<file path="src/rtl/reorder_bound_sequencer_pkg.sv">
// Shared types and constants for the reorder bound sequencer and its bound register file.
package reorder_pkg;

  localparam int          NUM_SLOTS   = 8;
  localparam int          SLOT_W      = 3;
  localparam logic [15:0] EMPTY_X_MIN = 16'hFFFF;
  localparam logic [15:0] EMPTY_X_MAX = 16'h0000;

  typedef struct packed {
    logic [15:0] x_min;
    logic [15:0] x_max;
  } seg_entry_t;

  typedef enum logic [2:0] {
    COLLECT,
    PENDING,
    WR_Y,
    WR_XMIN,
    WR_XMAX,
    DONE
  } seq_state_t;

endpackage

</file>
<file path="src/rtl/reorder_bound_sequencer_if.sv">
// Segment-entry channel from the character segmentation stage into the sequencer.
interface reorder_bound_sequencer_if;
  logic        seg_valid;
  logic        seg_ready;
  logic [15:0] seg_x_min;
  logic [15:0] seg_x_max;
  logic        seg_last;
  logic [15:0] plate_y_min;
  logic [15:0] plate_y_max;

  modport master (
    output seg_valid, seg_x_min, seg_x_max, seg_last, plate_y_min, plate_y_max,
    input  seg_ready
  );

  modport slave (
    input  seg_valid, seg_x_min, seg_x_max, seg_last, plate_y_min, plate_y_max,
    output seg_ready
  );
endinterface

</file>
<file path="src/rtl/reorder_bound_sequencer_frame_gap_monitor.sv">
// Tracks whether a video frame is in flight by counting tlast beats after tuser.
module frame_gap_monitor #(
  parameter int NUMBER_OF_ROWS = 480
) (
  input  logic aclk,
  input  logic aresetn,
  input  logic tvalid,
  input  logic tready,
  input  logic tuser,
  input  logic tlast,
  output logic in_frame
);
  localparam int ROW_W = $clog2(NUMBER_OF_ROWS);

  logic [ROW_W-1:0] row_count;
  logic             beat;

  assign beat = tvalid && tready;

  // NOTE: sequential state uses non-blocking assignments so every flop samples pre-edge values.
  always_ff @(posedge aclk or negedge aresetn) begin
    if (!aresetn) begin
      in_frame  <= 1'b0;
      row_count <= '0;
    end else if (beat) begin
      if (tuser) begin
        // Start of frame wins over a coincident end of line.
        in_frame  <= 1'b1;
        row_count <= tlast ? ROW_W'(1) : '0;
      end else if (tlast) begin
        if (row_count == ROW_W'(NUMBER_OF_ROWS - 1)) begin
          in_frame  <= 1'b0;
          row_count <= '0;
        end else begin
          row_count <= row_count + 1'b1;
        end
      end
    end
  end
endmodule

</file>
<file path="src/rtl/reorder_bound_sequencer.sv">
// Buffers one plate's character boxes and writes them into the reorder bound registers in the frame gap.
module reorder_bound_sequencer
  import reorder_pkg::*;
#(
  parameter int NUMBER_OF_ROWS = 480
) (
  input  logic              aclk,
  input  logic              aresetn,
  reorder_bound_sequencer_if.slave seg,
  input  logic              mon_tvalid,
  input  logic              mon_tready,
  input  logic              mon_tuser,
  input  logic              mon_tlast,
  output logic [SLOT_W-1:0] bound_x_min_addr,
  output logic [15:0]       bound_x_min,
  output logic              bound_x_min_we,
  output logic [SLOT_W-1:0] bound_x_max_addr,
  output logic [15:0]       bound_x_max,
  output logic              bound_x_max_we,
  output logic [15:0]       bound_y_min,
  output logic              bound_y_min_we,
  output logic [15:0]       bound_y_max,
  output logic              bound_y_max_we,
  output logic              busy,
  output logic              update_done,
  output logic              overflow
);
  seq_state_t        state, state_nxt;
  seg_entry_t        entries [NUM_SLOTS];
  logic [SLOT_W:0]   count;
  logic [SLOT_W-1:0] idx;
  logic [15:0]       y_min_q, y_max_q;
  logic              ovf_q;
  logic              run_q;
  logic              in_frame;
  logic              accept;
  logic              slot_used;

  frame_gap_monitor #(.NUMBER_OF_ROWS(NUMBER_OF_ROWS)) u_mon (
    .aclk     (aclk),
    .aresetn  (aresetn),
    .tvalid   (mon_tvalid),
    .tready   (mon_tready),
    .tuser    (mon_tuser),
    .tlast    (mon_tlast),
    .in_frame (in_frame)
  );

  assign accept    = seg.seg_valid && seg.seg_ready;
  assign slot_used = {1'b0, idx} < count;

  always_ff @(posedge aclk or negedge aresetn) begin
    if (!aresetn) state <= COLLECT;
    else          state <= state_nxt;
  end

  // NOTE: every always_comb output gets a default first so no path leaves it unassigned (no latches).
  always_comb begin
    state_nxt = state;
    unique case (state)
      COLLECT: if (accept && seg.seg_last) state_nxt = PENDING;
      PENDING: if (!in_frame)              state_nxt = WR_Y;
      WR_Y:                                state_nxt = WR_XMIN;
      WR_XMIN:                             state_nxt = WR_XMAX;
      WR_XMAX: state_nxt = (idx == SLOT_W'(NUM_SLOTS - 1)) ? DONE : WR_XMIN;
      DONE:                                state_nxt = COLLECT;
      default:                             state_nxt = COLLECT;
    endcase
  end

  // run_q keeps seg_ready low while reset is held and for the first cycle after release.
  always_ff @(posedge aclk or negedge aresetn) begin
    if (!aresetn) begin
      count   <= '0;
      idx     <= '0;
      y_min_q <= '0;
      y_max_q <= '0;
      ovf_q   <= 1'b0;
      run_q   <= 1'b0;
    end else begin
      run_q <= 1'b1;
      unique case (state)
        COLLECT: if (accept) begin
          if (count < (SLOT_W+1)'(NUM_SLOTS)) count <= count + 1'b1;
          else                                ovf_q <= 1'b1;
          if (seg.seg_last) begin
            y_min_q <= seg.plate_y_min;
            y_max_q <= seg.plate_y_max;
          end
        end
        WR_Y:    idx <= '0;
        WR_XMAX: idx <= idx + 1'b1;
        DONE: begin
          count <= '0;
          ovf_q <= 1'b0;
        end
        default: ;
      endcase
    end
  end

  // NOTE: entry storage has no reset; count alone decides which slots hold valid data.
  always_ff @(posedge aclk) begin
    if (state == COLLECT && accept && count < (SLOT_W+1)'(NUM_SLOTS))
      entries[count[SLOT_W-1:0]] <= '{x_min: seg.seg_x_min, x_max: seg.seg_x_max};
  end

  // Write ports decode straight from state, so asserting reset drops every enable at once.
  always_comb begin
    seg.seg_ready    = (state == COLLECT) && run_q;
    busy             = state inside {PENDING, WR_Y, WR_XMIN, WR_XMAX};
    update_done      = (state == DONE);
    overflow         = ovf_q;
    bound_x_min_addr = '0;
    bound_x_min      = '0;
    bound_x_min_we   = 1'b0;
    bound_x_max_addr = '0;
    bound_x_max      = '0;
    bound_x_max_we   = 1'b0;
    bound_y_min      = '0;
    bound_y_min_we   = 1'b0;
    bound_y_max      = '0;
    bound_y_max_we   = 1'b0;
    unique case (state)
      WR_Y: begin
        bound_y_min    = y_min_q;
        bound_y_min_we = 1'b1;
        bound_y_max    = y_max_q;
        bound_y_max_we = 1'b1;
      end
      WR_XMIN: begin
        bound_x_min_addr = idx;
        bound_x_min      = slot_used ? entries[idx].x_min : EMPTY_X_MIN;
        bound_x_min_we   = 1'b1;
      end
      WR_XMAX: begin
        bound_x_max_addr = idx;
        bound_x_max      = slot_used ? entries[idx].x_max : EMPTY_X_MAX;
        bound_x_max_we   = 1'b1;
      end
      default: ;
    endcase
  end
endmodule
</file>
<file path="src/flat_wrapper.sv">
// flat-port wrapper written by rule: the top's interface ports become plain ports
module reorder_bound_sequencer_flat import reorder_pkg::*;
#(
  parameter int NUMBER_OF_ROWS = 480
)
  (aclk, aresetn, mon_tvalid, mon_tready, mon_tuser, mon_tlast, bound_x_min_addr, bound_x_min, bound_x_min_we, bound_x_max_addr, bound_x_max, bound_x_max_we, bound_y_min, bound_y_min_we, bound_y_max, bound_y_max_we, busy, update_done, overflow, seg_seg_valid, seg_seg_x_min, seg_seg_x_max, seg_seg_last, seg_plate_y_min, seg_plate_y_max, seg_seg_ready);
  reorder_bound_sequencer_if seg_i ();
  input  logic aclk;
  input  logic aresetn;
  input  logic mon_tvalid;
  input  logic mon_tready;
  input  logic mon_tuser;
  input  logic mon_tlast;
  output logic [SLOT_W-1:0] bound_x_min_addr;
  output logic [15:0] bound_x_min;
  output logic bound_x_min_we;
  output logic [SLOT_W-1:0] bound_x_max_addr;
  output logic [15:0] bound_x_max;
  output logic bound_x_max_we;
  output logic [15:0] bound_y_min;
  output logic bound_y_min_we;
  output logic [15:0] bound_y_max;
  output logic bound_y_max_we;
  output logic busy;
  output logic update_done;
  output logic overflow;
  input wire logic [$bits(seg_i.seg_valid)-1:0] seg_seg_valid;
  input wire logic [$bits(seg_i.seg_x_min)-1:0] seg_seg_x_min;
  input wire logic [$bits(seg_i.seg_x_max)-1:0] seg_seg_x_max;
  input wire logic [$bits(seg_i.seg_last)-1:0] seg_seg_last;
  input wire logic [$bits(seg_i.plate_y_min)-1:0] seg_plate_y_min;
  input wire logic [$bits(seg_i.plate_y_max)-1:0] seg_plate_y_max;
  output wire logic [$bits(seg_i.seg_ready)-1:0] seg_seg_ready;
  assign seg_i.seg_valid = seg_seg_valid;
  assign seg_i.seg_x_min = seg_seg_x_min;
  assign seg_i.seg_x_max = seg_seg_x_max;
  assign seg_i.seg_last = seg_seg_last;
  assign seg_i.plate_y_min = seg_plate_y_min;
  assign seg_i.plate_y_max = seg_plate_y_max;
  assign seg_seg_ready = seg_i.seg_ready;
  reorder_bound_sequencer #(.NUMBER_OF_ROWS(NUMBER_OF_ROWS)) u_core (.aclk(aclk), .aresetn(aresetn), .seg(seg_i), .mon_tvalid(mon_tvalid), .mon_tready(mon_tready), .mon_tuser(mon_tuser), .mon_tlast(mon_tlast), .bound_x_min_addr(bound_x_min_addr), .bound_x_min(bound_x_min), .bound_x_min_we(bound_x_min_we), .bound_x_max_addr(bound_x_max_addr), .bound_x_max(bound_x_max), .bound_x_max_we(bound_x_max_we), .bound_y_min(bound_y_min), .bound_y_min_we(bound_y_min_we), .bound_y_max(bound_y_max), .bound_y_max_we(bound_y_max_we), .busy(busy), .update_done(update_done), .overflow(overflow));
endmodule
</file>
<file path="config.mk">
export PLATFORM = sky130hd
export DESIGN_NAME = reorder_bound_sequencer_flat
export DESIGN_NICKNAME = d
export VERILOG_FILES = /design/src/rtl/reorder_bound_sequencer_pkg.sv /design/src/rtl/reorder_bound_sequencer_if.sv /design/src/rtl/reorder_bound_sequencer_frame_gap_monitor.sv /design/src/rtl/reorder_bound_sequencer.sv /design/src/flat_wrapper.sv
export SDC_FILE = /design/constraint.sdc
export NUM_CORES = 1
export LEC_CHECK = 0
export ABC_AREA = 0
export BUFFER_PORTS_ARGS = -buffer_cell sky130_fd_sc_hd__buf_4
export CAP_MARGIN = 20
export CELL_PAD_IN_SITES_DETAIL_PLACEMENT = 2
export CELL_PAD_IN_SITES_GLOBAL_PLACEMENT = 2
export CORE_ASPECT_RATIO = 0.75
export CORE_MARGIN = 2
export CORE_UTILIZATION = 44
export CTS_CLUSTER_DIAMETER = 80
export DETAILED_ROUTE_END_ITERATION = 8
export HOLD_SLACK_MARGIN = 0.08
export PLACE_DENSITY = 0.79
export SLEW_MARGIN = 20
export SYNTH_ARGS = -nofsm -noshare
export SYNTH_HDL_FRONTEND = slang
export SYNTH_SLANG_ARGS = --single-unit
export TNS_END_PERCENT = 50
</file>
<file path="constraint.sdc">
create_clock -name aclk -period 5.25 [get_ports aclk]
set_input_delay 0.2625 -clock aclk [delete_from_list [all_inputs] [get_ports aclk]]
set_output_delay 0.2625 -clock aclk [all_outputs]
set_load 0.05 [all_outputs]
</file>
==> impl_metrics.py, run 1 <==
metrics = {
    "cts": {
        "cts_sinks": 310,
        "post_cts_resized": 0,
        "cts_tree": "built",
        "clk_path_buf_depth": 3,
        "cts-htree-levels": 1,
        "numCtsBuffers": 31,
        "postCtsHoldBufs": 70,
        "clkLatencyLatePin_ps": 570,
        "clk_pin_slew_worst_paths_ps": 70,
        "ctsRootBufferMaster": "clkbuf_16",
        "post_cts_buffers": 0,
    },
    "critical_path": {
        "cp-endpoint": "bound_x_min[13]",
        "timing.reg2reg.setup_slack_ps": 2010,
        "setup.worst_path.end_class": "primary output",
        "critPathLaunchType": "flop",
        "required_ps": 4990,
        "rr_endpoint": "u_core.entries[0][27]",
        "worst_ep_arrival_time_ps": 3410,
        "critical_path_class": "flop to primary output",
        "reg2reg_from": "u_core.state[2]",
        "ff2ff_path_depth": 4,
        "cp_max_fo": 41,
        "setup.worst_path.start": "u_core.idx[0]",
    },
    "logic_synthesis": {
        "post_synth.cell_area_avg_um2": 19.0,
        "synth_most_common_cell": "edfxtp_1",
        "synth-edff-count": 256,
        "synth_commonest_cells": "256 x edfxtp_1, 64 x mux4_2, 54 x dfrtp_1",
        "ys_ff_latch": 310,
        "synth_largest_area_cell": "edfxtp_1",
        "synth_top_area_share_pct": 61.4,
        "synthCells": 660,
        "synth_area_leaders": "edfxtp_1 61%, mux4_2 12%, dfrtp_1 11%",
        "synth.net_count": 738,
        "netlist-cell-type-count": 46,
        "async_flop_share_pct": 17.4,
        "yosysSeqAreaShare_pct": 72.2,
        "ys.flop_type": "edfxtp_1",
        "yosys_warnings": 0,
        "syn-cell-area_um2": 12500,
    },
    "drt": {
        "routed_wl_mm": 36.0,
        "wire_per_inst_um": 27.7,
        "vias": 7202,
        "ant_nets": 0,
        "drt-vias-per-instance": 5.54,
        "drt_pre_antenna_iters": 5,
        "drt_iter0_markers": 391,
        "route.detailed.drc": 0,
    },
    "grt": {
        "grt_pass1_wl_mm": 53.8,
        "grtUsageTotal_pct": 24.7,
        "use_met3_pct": 4.79,
        "overflow": 0,
        "top_usage_layer": "met2",
        "grt_max_degree": 69,
        "use_met2_pct": 44.1,
        "antenna_found_initial": 1,
        "grt_pass1_vias": 8270,
        "use_met1_pct": 31.3,
    },
    "power": {
        "p_leak_nw": 5.77,
        "power_mw": 7.47,
        "power_density_nw_per_um2": 470,
        "irDropWorstVdd_mv": 0.288,
    },
    "sta": {
        "setup_viol": 0,
        "fin_skew_ps": 14.7,
        "slew_headroom_pct": 31.3,
        "drv_slew": 0,
        "fmax_mhz": 272,
        "worst_slew_pin_slew_ps": 1030,
        "tns_ps": 0,
        "finalHoldViolations": 0,
        "rsz0062_at_grt": "false",
        "hold_slack_ps": 140,
        "min_period_over_period_pct": 69.9,
        "fin_crit_ps": 3670,
    },
    "worst_hold_path": {
        "min_path_cells": 3,
        "hold_class": "input pin to flop",
    },
    "placed_design": {
        "dp_hpwl_mm": 20.9,
        "place_congestion": 0.764,
        "portBuffers": 149,
    },
    "job": {
        "cap_viol_max_count": 0,
    },
    "floorplanning": {
        "initial_core_util_pct": 44.8,
        "dieArea_um2": 29900,
        "core_area_um2": 28000,
        "rows": 53,
        "io_pins": 150,
        "die_h_um": 150,
        "die_x_um": 199,
    },
    "finish": {
        "layout.nets": 969,
        "drive_gt1_share_pct": 35.2,
        "syn_to_final_growth_pct": 27.0,
    },
    "status": {
        "status": "completed",
    },
}
[worst min-delay path by stage]
stage                            start                        end  slack [ps]
after floorplan                aresetn            u_core.count[0]         -30
after global placement         aresetn  u_core.u_mon.row_count[8]         350
after detailed placement       aresetn  u_core.u_mon.row_count[4]         370
after CTS                 seg_seg_last            u_core.state[0]         120
after global routing      seg_seg_last            u_core.state[0]         170
final                     seg_seg_last            u_core.state[0]         140
[per-layer routing]
layer	part of all wire, %	wire, um	up-vias
met5	0	0	-
met4	2.2	782	0
met3	5.7	2060	54
met2	51	18500	245
met1	41	14700	3833
li1	-	-	3070
[cell type report]
type	count	area (um^2)
Multi-Input combinational cell	304	3330
Fill cell	2392	12100
Clock buffer	39	816
Timing Repair Buffer	235	2030
Clock inverter	17	168
Antenna cell	1	2.50
Tap cell	385	482
Inverter	9	33.8
Sequential cell	310	9040
[where the power goes]
part | internal [mW] | switching (mW) | total [mW]
Sequential | 2.89 | 0.237 | 3.13
Clock | 1.24 | 0.940 | 2.18
Combinational | 0.872 | 1.29 | 2.16
Total | 5.01 | 2.47 | 7.47
[logic make-up (layout without fill, tap and decap cells)]
group / Yosys count / in the layout / share of synthesized area (%)
mux: 132 / 132 / 18.2
other cells: 1 / 2 / 0.0299
fa+ha+maj: 6 / 6 / 0.599
compound gates: 46 / 46 / 2.27
simple gates: 118 / 118 / 4.95
flops: 310 / 310 / 72.2
xor+xnor: 1 / 1 / 0.0699
buf+inv: 46 / 300 / 1.76
[registers in the layout, summed over array words and instances (netlist names), 3 cells and up]
register,flops
u_core.state,3
u_core.u_mon.row_count,9
u_core.entries,256
u_core.y_max_q,16
u_core.count,4
u_core.idx,3
u_core.y_min_q,16
[layout by cell type, fill, tap and decap left out, types with 3 or more instances in the layout]
master	Yosys	final
and3_1	5	5
nor2b_1	3	3
dfrtp_1	54	51
nor2_1	29	23
mux2_2	3	3
clkbuf_1	16	7
mux2i_1	35	35
a21oi_1	21	21
bufinv_16	0	3
clkbuf_16	0	31
clkinv_1	0	6
clkinv_2	0	7
inv_1	8	8
mux4_2	64	64
dlygate4sd3_1	0	70
and2_1	35	35
nand3_1	7	7
nand2b_1	3	3
buf_12	0	4
mux2_4	30	30
edfxtp_1	256	256
a22o_1	3	3
o21ai_0	8	8
nand2_1	22	22
nor2_4	0	6
ha_1	6	6
buf_4	1	158
[worst max-delay path, cell delays in order (launching register included)]
cell      delay (ps)
dfrtp_4          770
nand2b_1         280
a211oi_1         500
or3_1            770
a21oi_1          240
buf_4            260
[through the flow]
step                      worst slack (ps)  cell area, um^2  utilization (%)  cells
after floorplan                       1130            12500                -    660
after global placement                2190            14100             50.4   1167
after detailed placement              2020            14200             50.8   1172
after CTS                             1500            15900             56.8   1298
after global routing                  1340            15900             56.8   1300
final                                 1580            15900             56.8   1300
Power figures use the tool's default switching activity.
==> run 2: changes to the inputs <==
- CORE_UTILIZATION: 44 -> 39
- PLACE_DENSITY: 0.79 -> 0.74
- clock period: 5.25 -> 3.2 ns (I/O delays scaled with it)
==> run 2 against run 1 <==
Via count is 2.5% lower; combinational power grew 66%; core utilization down 6.0 points; highest routed layer unchanged.
==> impl_metrics.py, run 2 (synthesized netlist as in run 1, its figures left out) <==
metrics = {
    "status": {
        "status": "completed",
    },
    "sta": {
        "worst_slew_pin_slew_ps": 868,
        "hold_slack_ps": 190,
        "finalHoldViolations": 0,
        "fin_crit_ps": 3060,
        "setup_ws_ps": 141,
        "fmax_mhz": 327,
        "min_period_over_period_pct": 95.6,
        "fin_skew_ps": 17.4,
        "drv_slew": 0,
        "setup_viol": 0,
        "rsz0062_at_grt": "false",
        "slew_headroom_pct": 42.0,
    },
    "drt": {
        "route.met2.wl_mm": 18.7,
        "routed_wl_mm": 35.3,
        "drt-met1-wl_mm": 14.4,
        "drt-vias-per-instance": 5.29,
        "route.detailed.drc": 0,
        "drt_pre_antenna_iters": 4,
        "ant_nets": 0,
        "vias": 7019,
        "top_layer_used": "met4",
        "routed-wl-met3_mm": 1.35,
        "drt_iter0_markers": 419,
        "wire_per_inst_um": 26.6,
    },
    "placed_design": {
        "place_congestion": 0.725,
        "dp_hpwl_mm": 20.9,
        "dpl_worst_slack_ps": 488,
        "portBuffers": 149,
    },
    "critical_path": {
        "setup.worst_path.end_class": "primary output",
        "required_ps": 3040,
        "cp_max_fo": 16,
        "worst_ep_arrival_time_ps": 2900,
        "critPathLaunchType": "flop",
        "ff2ff_path_depth": 5,
        "critical_path_class": "flop to primary output",
    },
    "finish": {
        "largest_reg_flops": 256,
        "num-fill-cells": 2773,
        "final_common_cell": "edfxtp_1",
        "multi_input_area_um2": 3350,
        "layout.nets": 972,
        "drive_gt1_share_pct": 35.8,
        "area.sequential_um2": 9040,
        "syn_to_final_growth_pct": 27.8,
        "final_cell_mix": "256 x edfxtp_1, 159 x buf_4, 73 x dlygate4sd3_1",
    },
    "power": {
        "p_leak_nw": 5.79,
        "clkPwrFrac_pct": 30.1,
        "irDropWorstVdd_mv": 0.437,
        "switching_share_pct": 32.5,
        "p_sw_mw": 4.03,
        "power_density_nw_per_um2": 775,
        "comb_power_share_pct": 28.9,
        "pwr-share-seq_pct": 41.0,
        "power.internal_mw": 8.38,
    },
    "cts": {
        "cts_tree": "built",
        "cts_sinks": 310,
        "clk_path_buf_depth": 3,
        "cts-htree-levels": 1,
        "clk_pin_slew_worst_paths_ps": 70,
        "numCtsBuffers": 31,
        "ctsRootBufferMaster": "clkbuf_16",
        "clkLatencyLatePin_ps": 560,
    },
    "worst_hold_path": {
        "hold_class": "input pin to async pin",
    },
    "floorplanning": {
        "core_area_um2": 31500,
        "dieArea_um2": 33600,
        "rows": 56,
        "initial_core_util_pct": 39.8,
        "die_h_um": 159,
        "die_x_um": 211,
        "io_pins": 150,
    },
    "grt": {
        "grt_max_degree": 69,
        "grt_pass1_vias": 8106,
        "overflow": 0,
        "grtUsageTotal_pct": 21.4,
        "grt_pass1_wl_mm": 53.5,
        "antenna_found_initial": 2,
    },
    "job": {
        "cap_viol_max_count": 0,
    },
}
==> run 2: cell type report <==
cell class              count  area share [%]
diodes                      3          0.0469
clock buffers              37            5.05
clock inverters            19            1.37
inverters                   9           0.211
multi-input cells         304            20.9
flip-flops and latches    310            56.5
well taps                 406            3.17
repair buffers            238            12.8
==> run 2: per-stage QoR <==
stage	area (um^2)	util, %	instances	setup TNS (ps)	power (mW)
floorplan	12500	-	660	-5620	7.47
global placement	14200	45.3	1194	0	8.43
global route	16000	50.9	1326	0	12.9
finish	16000	50.9	1326	0	12.4
CTS	16000	50.9	1323	0	12.4
detailed placement	14200	45.3	1194	0	8.61
==> run 2: worst max-delay path, cell delays in order (launching register included) <==
cell and delay (ps):
dfrtp_1 550, inv_1 120, ha_1 310, a211oi_1 100, or3_2 700, a21oi_1 270, buf_4 250
==> run 2: power groups by stage <==
stage          clock (mW)  sequential [mW]  combinational, mW
3_3_place_gp            0             5.07               3.36
5_1_grt              3.97             5.13               3.80
3_5_place_dp            0             5.13               3.48
2_1_floorplan           0             4.98               2.49
6_report             3.74             5.09               3.59
4_1_cts              3.79             5.06               3.58
==> run 2: worst paths after layout <==
check	start	end	slack, ps
worst max-delay path	u_core.count[1]	bound_x_min[10]	140
max in group asynchronous	aresetn	u_core.idx[0]	2400
worst min-delay path	aresetn	u_core.y_min_q[6]	190
worst min register to register	u_core.y_max_q[7]	u_core.y_max_q[7]	510
worst max register to register	u_core.state[2]	u_core.entries[3][8]	460
min in group aclk	seg_plate_y_min[0]	u_core.y_min_q[0]	380
==> run 2: metal layers <==
| metal | track usage, % | up-vias |
|---|---|---|
| met2 | 38.3 | 186 |
| met1 | 27.2 | 3718 |
| met5 | 0 | - |
| met4 | 5.03 | 0 |
| met3 | 3.41 | 49 |
| li1 | - | 3066 |
==> run 2: timing repair <==
| action | 4_1_cts | 5_1_grt |
|---|---|---|
| setup endpoints to repair | 1 | 0 |
| hold buffers | 73 | 0 |
| setup buffers | 0 | 0 |
| resized for setup | 1 | 0 |
| endpoints found under the hold margin | 353 | 0 |
==> run 3: changes to the inputs <==
- REMOVE_ABC_BUFFERS: unset -> 1
- TNS_END_PERCENT: 50 -> 100
==> run 3 against run 2 <==
Sequential power is essentially flat; wire length grew 0.66%; non-clock buffer count grew 4; clock-buffer cell count grew 12; sequential share of layout area grew 0.36 points; clock skew grew 5.1 ps; via count shrank 0.41%; die area is the same; critical path type unchanged.
==> impl_metrics.py, run 3 (synthesized netlist as in run 1, its figures left out) <==
metrics = {
    "power": {
        "p_leak_nw": 5.76,
        "power_density_nw_per_um2": 765,
        "irDropWorstVdd_mv": 0.519,
    },
    "critical_path": {
        "crit_path_max_incr_delay_ps": 800,
        "setup.worst_path.end_class": "primary output",
        "timing.reg2reg.setup_slack_ps": 370,
        "required_ps": 3040,
        "slowest_stage": "o31ai_4",
        "cp_max_fo": 24,
        "critPathLaunchType": "flop",
        "path_cells": "nand2b_1 -> a211oi_1 -> o31ai_4 -> nor2_1 -> buf_4",
        "critical_path_class": "flop to primary output",
        "worst_ep_arrival_time_ps": 2830,
    },
    "floorplanning": {
        "rows": 56,
        "core_area_um2": 31500,
        "die_h_um": 159,
        "initial_core_util_pct": 39.8,
        "io_pins": 150,
        "dieArea_um2": 33600,
        "die_x_um": 211,
    },
    "sta": {
        "fin_crit_ps": 2990,
        "worst_slew_pin_slew_ps": 1010,
        "rsz0062_at_grt": "false",
        "fin_skew_ps": 22.4,
        "min_period_over_period_pct": 93.4,
        "fmax_mhz": 335,
        "setup_viol": 0,
        "drv_slew": 0,
        "slew_headroom_pct": 32.8,
        "tns_ps": 0,
        "finalHoldViolations": 0,
    },
    "grt": {
        "grt_pass1_wl_mm": 53.7,
        "grt_pass1_vias": 8206,
        "grt_max_degree": 69,
        "overflow": 0,
        "grtUsageTotal_pct": 21.5,
        "antenna_found_initial": 1,
    },
    "drt": {
        "routed_wl_mm": 35.5,
        "wire_per_inst_um": 26.7,
        "vias": 6990,
        "drt-vias-per-instance": 5.26,
        "drt_iter0_markers": 525,
        "route.detailed.drc": 0,
        "ant_nets": 0,
        "drt_pre_antenna_iters": 4,
    },
    "cts": {
        "cts_tree": "built",
        "cts_sinks": 310,
        "clkLatencyLatePin_ps": 560,
        "clk_pin_slew_worst_paths_ps": 60,
        "post_cts_buffers": 0,
        "ctsRootBufferMaster": "clkbuf_16",
        "cts-htree-levels": 1,
        "clk_path_buf_depth": 3,
        "numCtsBuffers": 31,
    },
    "finish": {
        "syn_to_final_growth_pct": 27.0,
        "layout.nets": 976,
        "final_common_cell": "edfxtp_1",
        "stdcell_count": 1329,
        "largest_reg_flops": 256,
        "final_cell_mix": "256 x edfxtp_1, 167 x buf_4, 72 x dlygate4sd3_1",
        "drive_gt1_share_pct": 35.1,
    },
    "placed_design": {
        "place_congestion": 0.733,
        "place_inst": 1198,
        "portBuffers": 149,
        "dp_hpwl_mm": 21.2,
    },
    "job": {
        "cap_viol_max_count": 0,
    },
    "status": {
        "status": "completed",
    },
    "worst_hold_path": {
        "hold_class": "input pin to flop",
    },
}
-- run 3: cell count changes in the layout (fill, tap and decap cells not counted), moves of 3 or more --
cell,change
buf_12,-3
buf_4,+8
bufinv_16,-4
clkbuf_1,+9
clkbuf_8,+3
clkinv_2,-6
-- run 3: layer usage --
| metal | share of wire [%] | track usage, % | up-vias | wire [um] |
|---|---|---|---|---|
| met5 | 0 | 0 | - | 0 |
| met4 | 3.1 | 7.04 | 0 | 1110 |
| met3 | 3.6 | 2.68 | 53 | 1280 |
| met2 | 52 | 38.0 | 172 | 18400 |
| met1 | 41 | 27.6 | 3691 | 14700 |
| li1 | - | - | 3074 | - |
-- run 3: area by class of cell --
type	count	area, um^2
fill	2797	15500
sequential	310	9040
multi-input combinational	304	3340
timing repair buffer	242	2030
clock buffer	49	883
tap	406	508
clock inverter	8	63.8
inverter	9	33.8
antenna	1	2.50
-- run 3: power by group --
| group | internal [mW] | switching, mW |
|---|---|---|
| logic | 1.47 | 2.15 |
| registers | 4.74 | 0.351 |
| clock network | 1.96 | 1.49 |
-- run 3: path summary, 6_finish.rpt --
kind	from	end	cells after the start
worst max-delay path	u_core.idx[0]	bound_x_max[1]	5
worst min-delay path	mon_tready	u_core.u_mon.row_count[4]	4
worst max register to register	u_core.state[1]	u_core.entries[7][18]	5
worst min register to register	u_core.y_max_q[12]	u_core.y_max_q[12]	1
max in group asynchronous	aresetn	u_core.idx[0]	2
min in group asynchronous	aresetn	u_core.u_mon.row_count[8]	2
-- run 3: metrics by stage --
step / instance area, um^2 / hold slack (ps) / utilization (%) / worst slack, ps / power, mW
final: 15900 / 105 / 50.6 / 211 / 12.2
after global routing: 15900 / 104 / 50.6 / 21.6 / 12.7
after CTS: 15900 / 82.9 / 50.5 / 86.4 / 12.2
after detailed placement: 14200 / 263 / 45.2 / 480 / 8.67
after global placement: 14200 / 249 / 45.2 / 645 / 8.50
after floorplan: 12300 / -136 / - / -1500 / 7.44
-- run 3: what timing repair did --
| action | CTS | global route |
|---|---|---|
| hold buffers | 72 | 0 |
| setup endpoints to repair | 0 | 2 |
| gates resized for setup | 0 | 0 |
| endpoints found under the hold margin | 351 | 0 |
-- run 3: critical path, delay by kind of cell (launching register included) --
kind / cells / cell delay, ps
simple gates: 2 / 350
flops: 1 / 730
buf+inv: 1 / 250
compound gates: 2 / 930
